**src/rtl/caliptra_fpga_sync_step_pkg.sv**
```systemverilog
// Shared types for the FPGA sync step controller.
// State encoding, default widths and the queued step request.
package caliptra_fpga_sync_step_pkg;

  localparam int STEP_CNT_W   = 32;
  localparam int STEP_TOTAL_W = 64;

  typedef enum logic [1:0] {
    ST_IDLE,
    ST_RUN,
    ST_FREE
  } step_state_e;

  typedef struct packed {
    logic [STEP_CNT_W-1:0] cycles;
  } step_req_t;

endpackage

```
**src/rtl/caliptra_fpga_sync_step_fifo.sv**
```systemverilog
// Small request FIFO for the step controller.
// A push into a full FIFO is taken when a pop frees the slot.
module caliptra_fpga_sync_step_fifo
  import caliptra_fpga_sync_step_pkg::*;
#(
  parameter int DEPTH = 2
) (
  input  logic      aclk,
  input  logic      rstn,
  input  logic      flush,
  input  logic      push,
  input  step_req_t wdata,
  input  logic      pop,
  output step_req_t rdata,
  output logic      full,
  output logic      empty
);

  localparam int AW = $clog2(DEPTH);

  logic [AW-1:0] wptr;
  logic [AW-1:0] rptr;
  logic [AW:0]   cnt;
  logic          do_push;
  logic          do_pop;
  step_req_t     mem [DEPTH];

  assign full    = (cnt == (AW+1)'(DEPTH));
  assign empty   = (cnt == '0);
  assign do_pop  = pop && !empty;
  assign do_push = push && (!full || do_pop);
  assign rdata   = mem[rptr];

  // Pointer and occupancy tracking; flush empties in one cycle.
  always_ff @(posedge aclk or negedge rstn) begin
    if (!rstn) begin
      wptr <= '0;
      rptr <= '0;
      cnt  <= '0;
    end else if (flush) begin
      wptr <= '0;
      rptr <= '0;
      cnt  <= '0;
    end else begin
      if (do_push) wptr <= wptr + 1'b1;
      if (do_pop)  rptr <= rptr + 1'b1;
      cnt <= cnt + {{AW{1'b0}}, do_push}
                 - {{AW{1'b0}}, do_pop};
    end
  end

  // Storage array.
  always_ff @(posedge aclk or negedge rstn) begin
    if (!rstn) begin
      for (int i = 0; i < DEPTH; i++) mem[i] <= '0;
    end else if (do_push && !flush) begin
      mem[wptr] <= wdata;
    end
  end

endmodule

```
**src/rtl/caliptra_fpga_sync_step_ctrl.sv**
```systemverilog
// Step controller driving the emulated core clock gate.
// Gate enable is a flop so the ICG never sees a glitch.
module caliptra_fpga_sync_step_ctrl
  import caliptra_fpga_sync_step_pkg::*;
#(
  parameter int CNT_W   = STEP_CNT_W,
  parameter int TOTAL_W = STEP_TOTAL_W,
  parameter int QDEPTH  = 2
) (
  input  logic               aclk,
  input  logic               rstn,
  input  logic               req_valid,
  input  logic [CNT_W-1:0]   req_cycles,
  output logic               req_ready,
  input  logic               free_run,
  input  logic               abort,
  output logic               gate_en,
  output logic               busy,
  output logic [CNT_W-1:0]   remaining,
  output logic               done_pulse,
  output logic [TOTAL_W-1:0] total_cycles,
  output logic               overflow_err
);

  step_state_e      state_q;
  step_state_e      state_d;
  logic [CNT_W-1:0] rem_d;
  logic             gate_d;
  logic             done_d;
  logic             pop;
  logic             push;
  logic             full;
  logic             empty;
  logic             rdy_q;
  step_req_t        push_req;
  step_req_t        head_req;
  logic [CNT_W-1:0] head;

  assign push_req.cycles = STEP_CNT_W'(req_cycles);
  assign head            = CNT_W'(head_req.cycles);
  assign req_ready       = rdy_q && (!full || pop);
  assign push            = req_valid && req_ready && !abort;
  assign busy            = (state_q != ST_IDLE) || !empty;

  caliptra_fpga_sync_step_fifo #(
    .DEPTH (QDEPTH)
  ) u_fifo (
    .aclk  (aclk),
    .rstn  (rstn),
    .flush (abort),
    .push  (push),
    .wdata (push_req),
    .pop   (pop),
    .rdata (head_req),
    .full  (full),
    .empty (empty)
  );

  // Next state, gate and pop decisions; abort overrides everything.
  always_comb begin
    state_d = state_q;
    rem_d   = remaining;
    gate_d  = 1'b0;
    done_d  = 1'b0;
    pop     = 1'b0;
    if (abort) begin
      state_d = ST_IDLE;
      rem_d   = '0;
    end else begin
      unique case (state_q)
        ST_IDLE: begin
          if (free_run) begin
            state_d = ST_FREE;
            gate_d  = 1'b1;
            rem_d   = '0;
          end else if (!empty) begin
            pop = 1'b1;
            if (head != '0) begin
              state_d = ST_RUN;
              rem_d   = head;
              gate_d  = 1'b1;
            end else begin
              done_d = 1'b1;
            end
          end
        end
        ST_RUN: begin
          if (remaining == CNT_W'(1)) begin
            done_d = 1'b1;
            if (!empty && head != '0
                && !free_run) begin
              pop    = 1'b1;
              rem_d  = head;
              gate_d = 1'b1;
            end else begin
              state_d = ST_IDLE;
              rem_d   = '0;
            end
          end else begin
            rem_d  = remaining - CNT_W'(1);
            gate_d = 1'b1;
          end
        end
        ST_FREE: begin
          if (free_run) gate_d = 1'b1;
          else state_d = ST_IDLE;
        end
        default: begin
          state_d = ST_IDLE;
          rem_d   = '0;
        end
      endcase
    end
  end

  // Control registers and registered outputs.
  always_ff @(posedge aclk or negedge rstn) begin
    if (!rstn) begin
      state_q    <= ST_IDLE;
      remaining  <= '0;
      gate_en    <= 1'b0;
      done_pulse <= 1'b0;
      rdy_q      <= 1'b0;
    end else begin
      state_q    <= state_d;
      remaining  <= rem_d;
      gate_en    <= gate_d;
      done_pulse <= done_d;
      rdy_q      <= 1'b1;
    end
  end

  // Gated cycle counter and sticky overflow flag.
  always_ff @(posedge aclk or negedge rstn) begin
    if (!rstn) begin
      total_cycles <= '0;
      overflow_err <= 1'b0;
    end else begin
      if (gate_en)
        total_cycles <= total_cycles + TOTAL_W'(1);
      if (abort)
        overflow_err <= 1'b0;
      else if (req_valid && !req_ready)
        overflow_err <= 1'b1;
    end
  end

endmodule
```
**config.mk**
```make
export PLATFORM = sky130hd
export DESIGN_NAME = caliptra_fpga_sync_step_ctrl
export DESIGN_NICKNAME = d
export VERILOG_FILES = /design/src/rtl/caliptra_fpga_sync_step_pkg.sv /design/src/rtl/caliptra_fpga_sync_step_fifo.sv /design/src/rtl/caliptra_fpga_sync_step_ctrl.sv
export SDC_FILE = /design/constraint.sdc
export NUM_CORES = 1
export LEC_CHECK = 0
export CORE_MARGIN = 2
export CORE_UTILIZATION = 25
export CTS_CLUSTER_DIAMETER = 200
export DETAILED_ROUTE_END_ITERATION = 8
export PLACE_DENSITY = 0.47
export SLEW_MARGIN = 30
export SYNTH_ARGS = -nofsm -noshare
export SYNTH_HDL_FRONTEND = slang
export SYNTH_HIERARCHICAL = 1
export SYNTH_SLANG_ARGS = --single-unit
```
**constraint.sdc**
```tcl
create_clock -name aclk -period 8.8 [get_ports aclk]
set_input_delay 0.88 -clock aclk [delete_from_list [all_inputs] [get_ports aclk]]
set_output_delay 0.88 -clock aclk [all_outputs]
set_load 0.01 [all_outputs]
```
==> results of run 1 <==
cell usage after synthesis (all sizes together) (19+ instances only):
master and number:
o21ai 22, nor4 20, mux2 97, nand2 36
a21oi 19, dfrtp 170, nor2 44, nor3 22
nand3 32, nand4 20, xnor2 54, inv 28
flip-flops by register name (all words and copies together), names as in the netlist:
register and count:
gate_en 1, overflow_err 1, u_fifo/wptr 1, remaining 32, done_pulse 1, u_fifo/cnt 2
state_q 2, u_fifo/mem 64, u_fifo/rptr 1, rdy_q 1, total_cycles 64
worst max-delay path: stages (launching register included):
cell and delay, ns:
sky130_fd_sc_hd__dfrtp_1 0.60, sky130_fd_sc_hd__buf_4 0.41, sky130_fd_sc_hd__mux2_2 0.43, sky130_fd_sc_hd__nor4_1 0.40, sky130_fd_sc_hd__nand4_1 0.23, sky130_fd_sc_hd__nor2_1 0.55, sky130_fd_sc_hd__o31ai_1 0.24, sky130_fd_sc_hd__clkdlybuf4s50_1 0.52
how the worst max path moves through the flow:
stage,startpoint,endpoint,slack [ns],cells after the start
final,u_fifo/rptr,req_ready,4.10,7
after global routing,u_fifo/rptr,req_ready,3.89,7
after CTS,u_fifo/rptr,req_ready,4.06,7
after detailed placement,abort,u_fifo/mem[9],4.17,9
after global placement,abort,u_fifo/mem[12],4.11,9
after floorplan,remaining[24],u_fifo/mem[0],5.18,10
cells in the final DEF (no fill, tap or decap), types with 8 or more instances in the layout:
cell and instances:
sky130_fd_sc_hd__xor2_1 18, sky130_fd_sc_hd__or4_1 10, sky130_fd_sc_hd__and3_1 9, sky130_fd_sc_hd__clkdlybuf4s50_1 136, sky130_fd_sc_hd__nand2_1 36, sky130_fd_sc_hd__or3_1 9
sky130_fd_sc_hd__dfrtp_1 170, sky130_fd_sc_hd__nand3_1 30, sky130_fd_sc_hd__a21oi_1 19, sky130_fd_sc_hd__clkbuf_16 17, sky130_fd_sc_hd__inv_1 28, sky130_fd_sc_hd__mux2_4 30
sky130_fd_sc_hd__and4_1 10, sky130_fd_sc_hd__nor2_1 44, sky130_fd_sc_hd__a22oi_1 18, sky130_fd_sc_hd__o21ai_0 17, sky130_fd_sc_hd__xnor2_1 54, sky130_fd_sc_hd__nor3_1 21
sky130_fd_sc_hd__nand4_1 20, sky130_fd_sc_hd__mux2_2 67, sky130_fd_sc_hd__nor4_1 19, sky130_fd_sc_hd__a221o_1 8
per-layer routing:
metal / up-vias / wire, microns
met5: - / 0
met1: 3046 / 11600
met4: 0 / 230
li1: 2920 / -
met2: 174 / 10400
met3: 13 / 1090
per-stage QoR:
step	worst slack [ns]	utilization
after global routing	3.89	0.324
after detailed placement	4.17	0.306
after floorplan	5.18	-
after global placement	4.11	0.306
final	4.10	0.324
after CTS	4.06	0.324
kinds of logic after synthesis:
group           Yosys count  synth area share
fa+ha+maj                 5           0.00745
other cells               1          0.000447
compound gates           92            0.0760
buf+inv                  57            0.0356
flops                   170             0.507
simple gates            237             0.154
mux                      98             0.145
xor+xnor                 72            0.0751
power by group:
| group | internal, uW | switching [uW] |
|---|---|---|
| Clock | 433 | 348 |
| Combinational | 205 | 195 |
| Sequential | 862 | 65.1 |
| Total | 1500 | 609 |
area by class of cell:
cell class                 count  area, sq um  area share
clock buffer                  18          439      0.0407
clock inverter                14          161      0.0150
inverter                      28          105     0.00974
multi-input combinational    505         3860       0.357
sequential                   170         4250       0.394
tap                          448          561      0.0519
timing repair buffer         142         1420       0.131
==> results by stage, run 1 <==
Run status:
- The run finished with clean final reports.

Synth:
- The post-synthesis sequential element count is 170.
- The most frequently used flop master after synthesis is sky130_fd_sc_hd__dfrtp_1.
- The async set-or-reset flop fraction in the synthesized netlist is 1.00.
- In the post-synthesis netlist, the biggest area contributors are sky130_fd_sc_hd__dfrtp_1 51%, sky130_fd_sc_hd__mux2_2 9.0%, sky130_fd_sc_hd__xnor2_1 5.6%.
- Synthesis handed over a netlist of 732 instances.
- Summing every instance area after synthesis gives 8390 sq um.
- The post-synth net total is 774.
- The yosys synthesis warning count is 6.
- The synthesized netlist contains 61 unique library cells.
- The share of the synthesized area in the top cell type is 0.507.
- Of the synthesized area, sequential elements account for 0.507.
- Averaged over all synthesized cells, the footprint is 11.5 sq um.
- The number of enable-type register cells in the synthesized netlist is 0.
- The biggest area consumer among synthesized cells is sky130_fd_sc_hd__dfrtp_1.

Routing:
- After detailed routing, the total wire length is 23300 microns.
- The via density per instance is 4.64.
- The number of detailed-routing iterations run before antenna repair is 5.
- The residual antenna-violating net count after detailed routing is 0.
- For this block, the initial DRC count from the detailed router was 356.
- The average detailed-routed wire length per instance is 17.5 microns.
- The post-detailed-route DRC marker count is 0.
- The routed via count is 6153.

Power:
- Overall power consumption after layout is estimated at 2110 uW.
- The power density relative to cell area is 195 nW/um^2.
- In this run the static leakage power is 0.00454 uW.
- Across the VDD grid, the largest voltage drop is 0.000140 V.

Global routing:
- The met2 track demand over resource is 0.201.
- The first global-routing pass estimated 36900 microns of wire.
- The met3 usage in global routing is 0.0326.
- For this run the aggregate overflow at the end of global routing stands at 0.
- The initial antenna violation count is 0.
- The met1 usage is 0.197.
- The number of global-route vias before repair was 6163.
- The pin count of the biggest net entering global routing is 96.
- The aggregate global-route resource usage is 0.135.
- The highest-utilization routing layer at the global route stage is met2.

Layout:
- The count of placed standard cells in the final layout, fillers left out is 1325.
- The signed area change from the synthesized netlist to the final layout is 28.6%.
- In the final layout, the share of cells above drive strength 1 is 0.171.
- The finished cells cover 10800 sq um.
- The final net count is 906.
- The layout has 3382 filler cells.
- The number of antenna diodes in the final layout is 0.

Worst hold path:
- The startpoint of the tightest hold check path is total_cycles[63].
- The cell count of the worst hold path is 1.
- The worst hold path terminates at total_cycles[63].
- The type of the worst min-delay path is reg2reg.

Timing:
- The total negative setup slack is 0 ns.
- The worst hold margin is 0.474 ns.
- The count of pins over their slew limit came to 0.
- The slew at the pin with the worst max-slew slack is 0.807 ns.
- The number of setup violations in the final report is 0.
- The upper clock frequency limit is 213 MHz.
- The count of final hold-check violations is 0.
- Setup repair after global routing left no endpoint under its margin.
- Clock skew on the completed layout was measured at 0.0109 ns.
- The final clock period utilization by the worst path is 0.534.
- The clock period minus final worst setup slack is 4.70 ns.
- The relative max-transition margin is 0.462.

Worst setup path:
- The arrival time at the worst endpoint is 3.82 ns.
- The kind of end point of the critical path is an output port.
- The endpoint identified for the worst register-to-register timing path is u_fifo/mem[14].
- The worst setup path is launched from a flip-flop.
- The critical path is of the reg2out type.
- The required time at the endpoint of the critical path is 7.92 ns.
- The top fanout value on the critical path is 24.
- The path depth of the worst reg2reg path is 8.
- In this run the critical register-to-register path is launched from remaining[23].
- For flop-to-flop paths, the worst setup slack is 4.22 ns.

Job:
- Across the run, the number of max-cap violations was 0.

Clock network:
- Clock-pin slew was measured on the worst setup and hold paths at 0.07 ns.
- The H-tree generated during clock tree synthesis spans 4 levels.
- Clock latency on the worst-skew pair, taken at its later pin, is 0.44 ns.
- The number of buffers inserted by hold repair at cts is 0.
- Clock tree synthesis inserted a total of 17 buffers.
- The clock net sink count is 170.
- The maximum number of buffers from clock root to sink is 2.
- Once the clock tree was built, the resizer swapped 0 gates to a different size.
- TritonCTS built the clock tree.
- The number of buffers added for setup after CTS is 0.
- The root buffer cell chosen for the clock tree is sky130_fd_sc_hd__clkbuf_16.

Placed design:
- Port buffering added 137 buffers.
- The placed cell area is 10200 sq um.
- At the end of routability-driven placement, the weighted congestion stood at 0.802.
- The total half-perimeter wirelength after legalization and detailed placement is 16400 microns.
- Including well taps, the total number of placed cells is 1293.

Floorplan:
- The die is 187 microns tall.
- The die covers 35100 sq um.
- The total area inside the core boundary comes to 33300 sq um.
- For this configuration, the core starts out at a cell density of 0.252.
- The placement row count is 67.
- From left edge to right edge, the die measures 187 microns.
- The number of placed I/O pins is 138.
Note: power is estimated with default switching activity, not from simulation.
==> inputs of run 2 (changes only) <==
--- a/config.mk
+++ b/config.mk
@@ -9,7 +9,7 @@
 export CORE_UTILIZATION = 25
 export CTS_CLUSTER_DIAMETER = 200
 export DETAILED_ROUTE_END_ITERATION = 8
-export PLACE_DENSITY = 0.47
+export PLACE_DENSITY = 0.48
 export SLEW_MARGIN = 30
 export SYNTH_ARGS = -nofsm -noshare
 export SYNTH_HDL_FRONTEND = slang
==> constraint.sdc (replaced) <==
create_clock -name aclk -period 3.8 [get_ports aclk]
set_input_delay 0.38 -clock aclk [delete_from_list [all_inputs] [get_ports aclk]]
set_output_delay 0.38 -clock aclk [all_outputs]
set_load 0.01 [all_outputs]
==> run 2 against run 1 <==
Register-to-register slack worse by 3.9 ns; cell count up 1.7%; global-route usage down 0.18 points; sequential power up 130%.
==> results by stage, run 2 (same netlist as run 1, synthesis figures left out) <==
Floorplan:
- Row generation in the floorplan step produced 67 rows.
- After floorplanning, the core was sized to cover 33300 sq um.
- The initial core utilization is 0.252.
- The number of placed I/O pins is 138.
- The die is 187 microns tall.
- The floorplan step defined a die boundary enclosing 35100 sq um.
- The die span in x is 187 microns.

Placed design:
- The weighted congestion at the end of routability-driven global placement is 0.791.
- At the placement stage, the worst setup path has a slack of 0.297 ns.
- The count of port buffers added during placement is 137.
- Once placement finished, the instance area stood at 10400 sq um.
- The total half-perimeter wirelength after legalization and detailed placement is 16800 microns.

Timing:
- Setup repair after global routing left no endpoint under its margin.
- For the finished layout, the period the worst path requires is 3.68 ns.
- Dividing the final minimum period by the clock period gives 0.968.
- The upper clock frequency limit is 272 MHz.
- The number of setup violations in the final report is 0.
- The count of pins over their slew limit came to 0.
- Hold timing on the final database bottoms out at a slack of 0.476 ns.
- The total negative setup slack is 0 ns.
- The relative max-transition margin is 0.514.
- The final clock skew is 0.0135 ns.
- The count of final hold-check violations is 0.
- For the pin with the worst max-slew slack, the measured transition is 0.728 ns.
- The least setup slack across all paths after layout is 0.120 ns.

Routing:
- Detailed routing inserted a total of 6213 vias.
- Once detail routing completed, the nets flagged for antenna violations numbered 0.
- The number of detailed-routing iterations run before antenna repair is 4.
- For this run, design rule violations remaining after detail routing come to 0.
- The via density per instance is 4.61.
- After detailed routing, the average wire length per cell comes to 17.2 microns.
- Wires add up to 23100 microns.
- The first routing iteration left 407 violations.

Clock network:
- The clock drives 170 sinks.
- The clock passes through at most 2 buffers.
- The later pin in the worst-skew pair is clocked with a latency of 0.44 ns.
- After clock tree synthesis, the clock-pin slew on the worst setup and hold paths is 0.07 ns.
- The number of buffers added for setup after CTS is 0.
- The number of clock buffers added by TritonCTS is 17.
- TritonCTS built the clock tree.
- The master cell of the clock root buffer is sky130_fd_sc_hd__clkbuf_16.
- The depth of the CTS H-tree is 4.

Power:
- The share of total power in sequential cells is 0.441.
- The analysis attributes to net switching a power of 1400 uW.
- The cell-internal power is 3440 uW.
- The share of total power in the clock network is 0.359.
- The fraction of power spent switching nets is 0.288.
- In this run the power density over the cells is 440 nW/um^2.
- Summing internal, switching and leakage power gives 4840 uW.
- IR analysis of the VDD net gives a maximum drop of 0.000294 V.
- The leakage dissipation is 0.00466 uW.
- The share of total power dissipated in combinational logic is 0.201.

Worst setup path:
- Traced cell by cell, the critical path runs through or4_1 -> or4b_1 -> or4_4 -> o31ai_2 -> buf_4 -> clkdlybuf4s50_1.
- Along the worst path, the maximum fanout reaches 3.
- The largest single stage delay on the critical path is 0.57 ns.
- The required time at the endpoint of the critical path is 3.42 ns.
- The critical path's slowest cell is sky130_fd_sc_hd__or4_1.
- The kind of launch point of the worst setup path is a flip-flop.
- The kind of end point of the critical path is an output port.
- The classification of the worst setup path is reg2out.
- For the worst setup path, the data arrival time is 3.30 ns.

Layout:
- Leaving out fill and tap cells, the most frequent cell in the layout is sky130_fd_sc_hd__dfrtp_1.
- The final non-filler cell area is 11000 sq um.
- In the final layout, the registers with the most flip-flops are total_cycles (64), u_fifo/mem (64), remaining (32).
- The area growth from synthesis to layout is 31.1%.
- The number of antenna diodes in the final layout is 0.
- The layout filler cell count is 3389.
- The library cells used most frequently in the layout, excluding fill and tap cells, are 170 x sky130_fd_sc_hd__dfrtp_1, 136 x sky130_fd_sc_hd__clkdlybuf4s50_1, 67 x sky130_fd_sc_hd__mux2_2.
- After the last flow step, the layout net total stands at 929.
- In the final layout, the share of cells above drive strength 1 is 0.192.

Job:
- The number of max-cap violations is 0.

Run status:
- The run finished with clean final reports.

Worst hold path:
- The worst hold path belongs to the class reg2reg.

Global routing:
- Entering global routing, the biggest net connects 68 pins.
- The first-pass GRT wire length is 36300 microns.
- The number of global-route vias before repair is 6112.
- The initial antenna violation count came to 0.
- The leftover overflow at the end of global routing is 0.
- The aggregate global-route resource usage is 0.134.
-- run 2: changes by cell type in the layout (fill, tap and decap cells not counted), moves of 2 or more --
cell,previous run,this run
sky130_fd_sc_hd__buf_12,0,5
sky130_fd_sc_hd__buf_4,4,22
sky130_fd_sc_hd__clkbuf_1,0,2
sky130_fd_sc_hd__inv_6,2,4
sky130_fd_sc_hd__inv_8,3,0
-- run 2: per-layer routing --
metal	up-vias	share of wire	GRT usage
met4	0	0.0084	0.0311
met1	3061	0.50	0.193
met3	16	0.055	0.0323
met5	-	0	0
met2	173	0.44	0.201
li1	2963	-	-
-- run 2: cell type report --
type,count,area (sq um),share of cell area
Multi-Input combinational cell,505,3870,0.351
Clock inverter,11,111,0.0101
Inverter,28,105,0.00955
Clock buffer,21,460,0.0418
Tap cell,448,561,0.0509
Timing Repair Buffer,165,1650,0.150
Sequential cell,170,4250,0.387
-- run 2: repair_timing --
action / 4_1_cts / 5_1_grt
endpoints found under the setup margin: 1 / 1
hold buffers: 1 / 0
hold endpoints to repair: 17 / 0
pin swaps: 0 / 1
resized for setup: 1 / 2
-- run 2: worst max-delay path: cells and delay by family (launching register included) --
kind / cells / cell delay, ns
AND/OR/NAND/NOR: 3 / 1.55
AO/OA/AOI/OAI: 1 / 0.23
flip-flops: 1 / 0.38
buffers and inverters: 2 / 0.70
-- run 2: worst paths after layout --
path	from	endpoint	slack, ns	cells after the start
max	remaining[24]	req_ready	0.12	6
min	total_cycles[63]	total_cycles[63]	0.48	1
max reg2reg	remaining[24]	u_fifo/mem[10]	0.29	11
min reg2reg	total_cycles[63]	total_cycles[63]	0.48	1
max in group asynchronous	rstn	u_fifo/mem[14]	2.39	3
min in group asynchronous	rstn	total_cycles[19]	0.51	2
-- run 2: stage by stage --
step	instances	util
2_1_floorplan	732	-
3_3_place_gp	1315	0.313
3_5_place_dp	1315	0.313
4_1_cts	1348	0.330
5_1_grt	1348	0.331
6_report	1348	0.331
-- run 2: power by group through the flow --
stage / clock network [uW] / logic [uW] / registers [uW]
3_5_place_dp: 0 / 976 / 2160
5_1_grt: 1860 / 1060 / 2160
2_1_floorplan: 0 / 583 / 2140
6_report: 1730 / 972 / 2130
4_1_cts: 1790 / 980 / 2130
3_3_place_gp: 0 / 960 / 2160
==> inputs of run 3 (changes only) <==
--- a/config.mk
+++ b/config.mk
@@ -5,12 +5,11 @@
 export SDC_FILE = /design/constraint.sdc
 export NUM_CORES = 1
 export LEC_CHECK = 0
-export CORE_MARGIN = 2
+export CORE_MARGIN = 3
 export CORE_UTILIZATION = 25
 export CTS_CLUSTER_DIAMETER = 200
 export DETAILED_ROUTE_END_ITERATION = 8
 export PLACE_DENSITY = 0.48
-export SLEW_MARGIN = 30
 export SYNTH_ARGS = -nofsm -noshare
 export SYNTH_HDL_FRONTEND = slang
 export SYNTH_HIERARCHICAL = 1
==> run 3 against run 2 <==
Largest power group unchanged; non-clock buffer count increased by 1; hold slack got worse by 0.00094 ns; largest cell class unchanged; cell count is 0.30% lower; sequential power hardly changed; via count increased by 0.31%.
==> results by stage, run 3 (same netlist as run 1, synthesis figures left out) <==
Power:
- VDD sags by at most 0.000309 V.
- The leakage dissipation is 0.00466 uW.
- The power density relative to cell area is 434 nW/um^2.
- The total power consumption of the routed design is 4760 uW.

Clock network:
- The total CTS buffers is 17.
- The master cell of the clock root buffer is sky130_fd_sc_hd__clkbuf_16.
- Counting along the longest clock path gives a buffer depth of 2.
- The clock-pin slew on the worst setup and hold paths is 0.08 ns.
- TritonCTS built the clock tree.
- The clock net sink count is 170.
- In this run the number of H-tree levels came out at 4.
- Clock latency on the worst-skew pair, taken at its later pin, is 0.45 ns.

Job:
- Across the run, the number of max-cap violations was 0.

Worst setup path:
- The critical path startpoint is remaining[24].
- The classification of the worst setup path is reg2out.
- The kind of launch point of the worst setup path is a flip-flop.
- STA puts the critical path data required time at 3.42 ns.
- Along the worst path, the maximum fanout reaches 3.
- The arrival time at the worst endpoint is 3.31 ns.
- The source of the worst register-to-register timing path is remaining[24].
- The kind of end point of the critical path is an output port.

Layout:
- Measured on the finished design, the core utilization comes to 0.335.
- The final non-filler cell area is 11000 sq um.
- The ratio of cells with drive above 1 in the final layout is 0.195.
- Leaving out fill and tap cells, the most frequent cells in the layout are 170 x sky130_fd_sc_hd__dfrtp_1, 136 x sky130_fd_sc_hd__clkdlybuf4s50_1, 67 x sky130_fd_sc_hd__mux2_2.
- The net count of the finished layout is 930.
- The largest registers in the layout are total_cycles (64), u_fifo/mem (64), remaining (32).
- The count of placed standard cells in the final layout, fillers left out is 1344.
- The library cell used most frequently in the layout, excluding fill and tap cells, is sky130_fd_sc_hd__dfrtp_1.
- The signed area change from the synthesized netlist to the final layout is 30.8%.
- The layout filler cell count is 3312.

Placed design:
- The count of port buffers added during placement is 137.
- Counting tap cells, the placed design contains a total of 1307 instances.
- The total half-perimeter wirelength after legalization and detailed placement is 16800 microns.
- The placed cell area is 10400 sq um.
- At the end of routability-driven placement, the weighted congestion stood at 0.783.

Timing:
- Based on the critical path, the design can be clocked at up to 271 MHz.
- Between clock sinks in the finished design, the worst skew comes to 0.0155 ns.
- The count of final hold-check violations is 0.
- In this run the tightest slew margin relative to its limit is 0.529.
- The count of pins over their slew limit came to 0.
- The number of setup violations in the final report is 0.
- The slew at the pin with the worst max-slew slack is 0.703 ns.
- For the finished layout, the period the worst path requires is 3.69 ns.
- Of the available clock period, the critical path in the final layout requires 0.971.

Global routing:
- The number of global-route vias before repair is 6368.
- The first global-routing pass estimated 36900 microns of wire.
- The leftover overflow at the end of global routing is 0.
- The initial antenna violation count was 0.
- In the global route stage, overall resource usage came out at 0.132.
- Entering global routing, the biggest net connects 67 pins.

Routing:
- The residual antenna-violating net count after detailed routing is 0.
- The final layout contains routed wiring with a total length of 23400 microns.
- In the routed design, unresolved DRC markers number 0.
- The average detailed-routed wire length per instance is 17.4 microns.
- The number of DRC markers in iteration 0 is 246.
- The detailed router placed 6232 vias in this run.
- The first detailed-routing pass took 4 iterations.
- The via density per instance is 4.64.

Floorplan:
- The area enclosed by the die boundary is 35800 sq um.
- The vertical die dimension is 189 microns.
- The total area inside the core boundary comes to 32800 sq um.
- The number of placed I/O pins is 138.
- The initial utilization of the core area, before any placement, comes to 0.256.
- The die span in x is 189 microns.
- The placement row count is 66.

Worst hold path:
- The startpoint of the tightest hold check path is total_cycles[63].
- The worst hold path belongs to the class reg2reg.

Run status:
- The run finished with clean final reports.
## run 3: cell count changes in the layout (fill, tap and decap cells not counted), sizes merged
cell	before	now
buf	28	29
bufinv	1	0
clkbuf	21	17
clkinv	4	7
clkinvlp	2	1
diode	0	1
inv	32	35
## run 3: through the flow
step | hold WS (ns) | TNS, ns | setup WS, ns
3_5_place_dp | 0.434 | 0 | 0.255
3_3_place_gp | 0.434 | 0 | 0.298
2_1_floorplan | 0.0844 | 0 | 0.175
4_1_cts | 0.476 | 0 | 0.0307
6_report | 0.475 | 0 | 0.112
5_1_grt | 0.515 | -0.00889 | -0.00889
## run 3: repair_timing
item / CTS / global route
hold buffers: 1 / 0
pin swaps: 0 / 1
setup endpoints to repair: 1 / 1
resized for setup: 2 / 1
setup buffers: 0 / 3
endpoints found under the hold margin: 63 / 0
## run 3: routing by layer
metal	vias up	GRT usage	routed length, microns
met5	-	0	0
met3	18	0.0287	1270
li1	2975	-	-
met2	162	0.204	10500
met1	3077	0.185	11300
met4	0	0.0390	330
## run 3: worst max-delay path, cell delays in order (launching register included)
cell and delay (ns):
sky130_fd_sc_hd__dfrtp_1 0.40, sky130_fd_sc_hd__or4_4 0.55, sky130_fd_sc_hd__or4b_1 0.49, sky130_fd_sc_hd__or4_1 0.47, sky130_fd_sc_hd__o31ai_2 0.24, sky130_fd_sc_hd__buf_4 0.17
sky130_fd_sc_hd__clkdlybuf4s50_1 0.53
## run 3: area by class of cell
type,count,area [sq um],area share
clock buffer,17,425,0.0388
multi-input combinational,505,3860,0.352
clock inverter,15,118,0.0107
sequential,170,4250,0.388
tap,442,553,0.0504
timing repair buffer,166,1660,0.151
inverter,28,105,0.00957
antenna,1,2.50,0.000228
## run 3: final timing paths
kind | cells past startpoint | slack (ns) | end
max | 6 | 0.11 | req_ready
min | 1 | 0.47 | total_cycles[63]
max reg2reg | 9 | 0.25 | u_fifo/mem[5]
min reg2reg | 1 | 0.47 | total_cycles[63]
max in group asynchronous | 3 | 2.49 | remaining[4]
min in group asynchronous | 2 | 0.50 | total_cycles[18]
## run 3: report_power, final
group | switching, uW | total (uW) | internal, uW
logic | 464 | 964 | 500
clock network | 818 | 1670 | 852
registers | 131 | 2130 | 2000
total | 1410 | 4760 | 3350
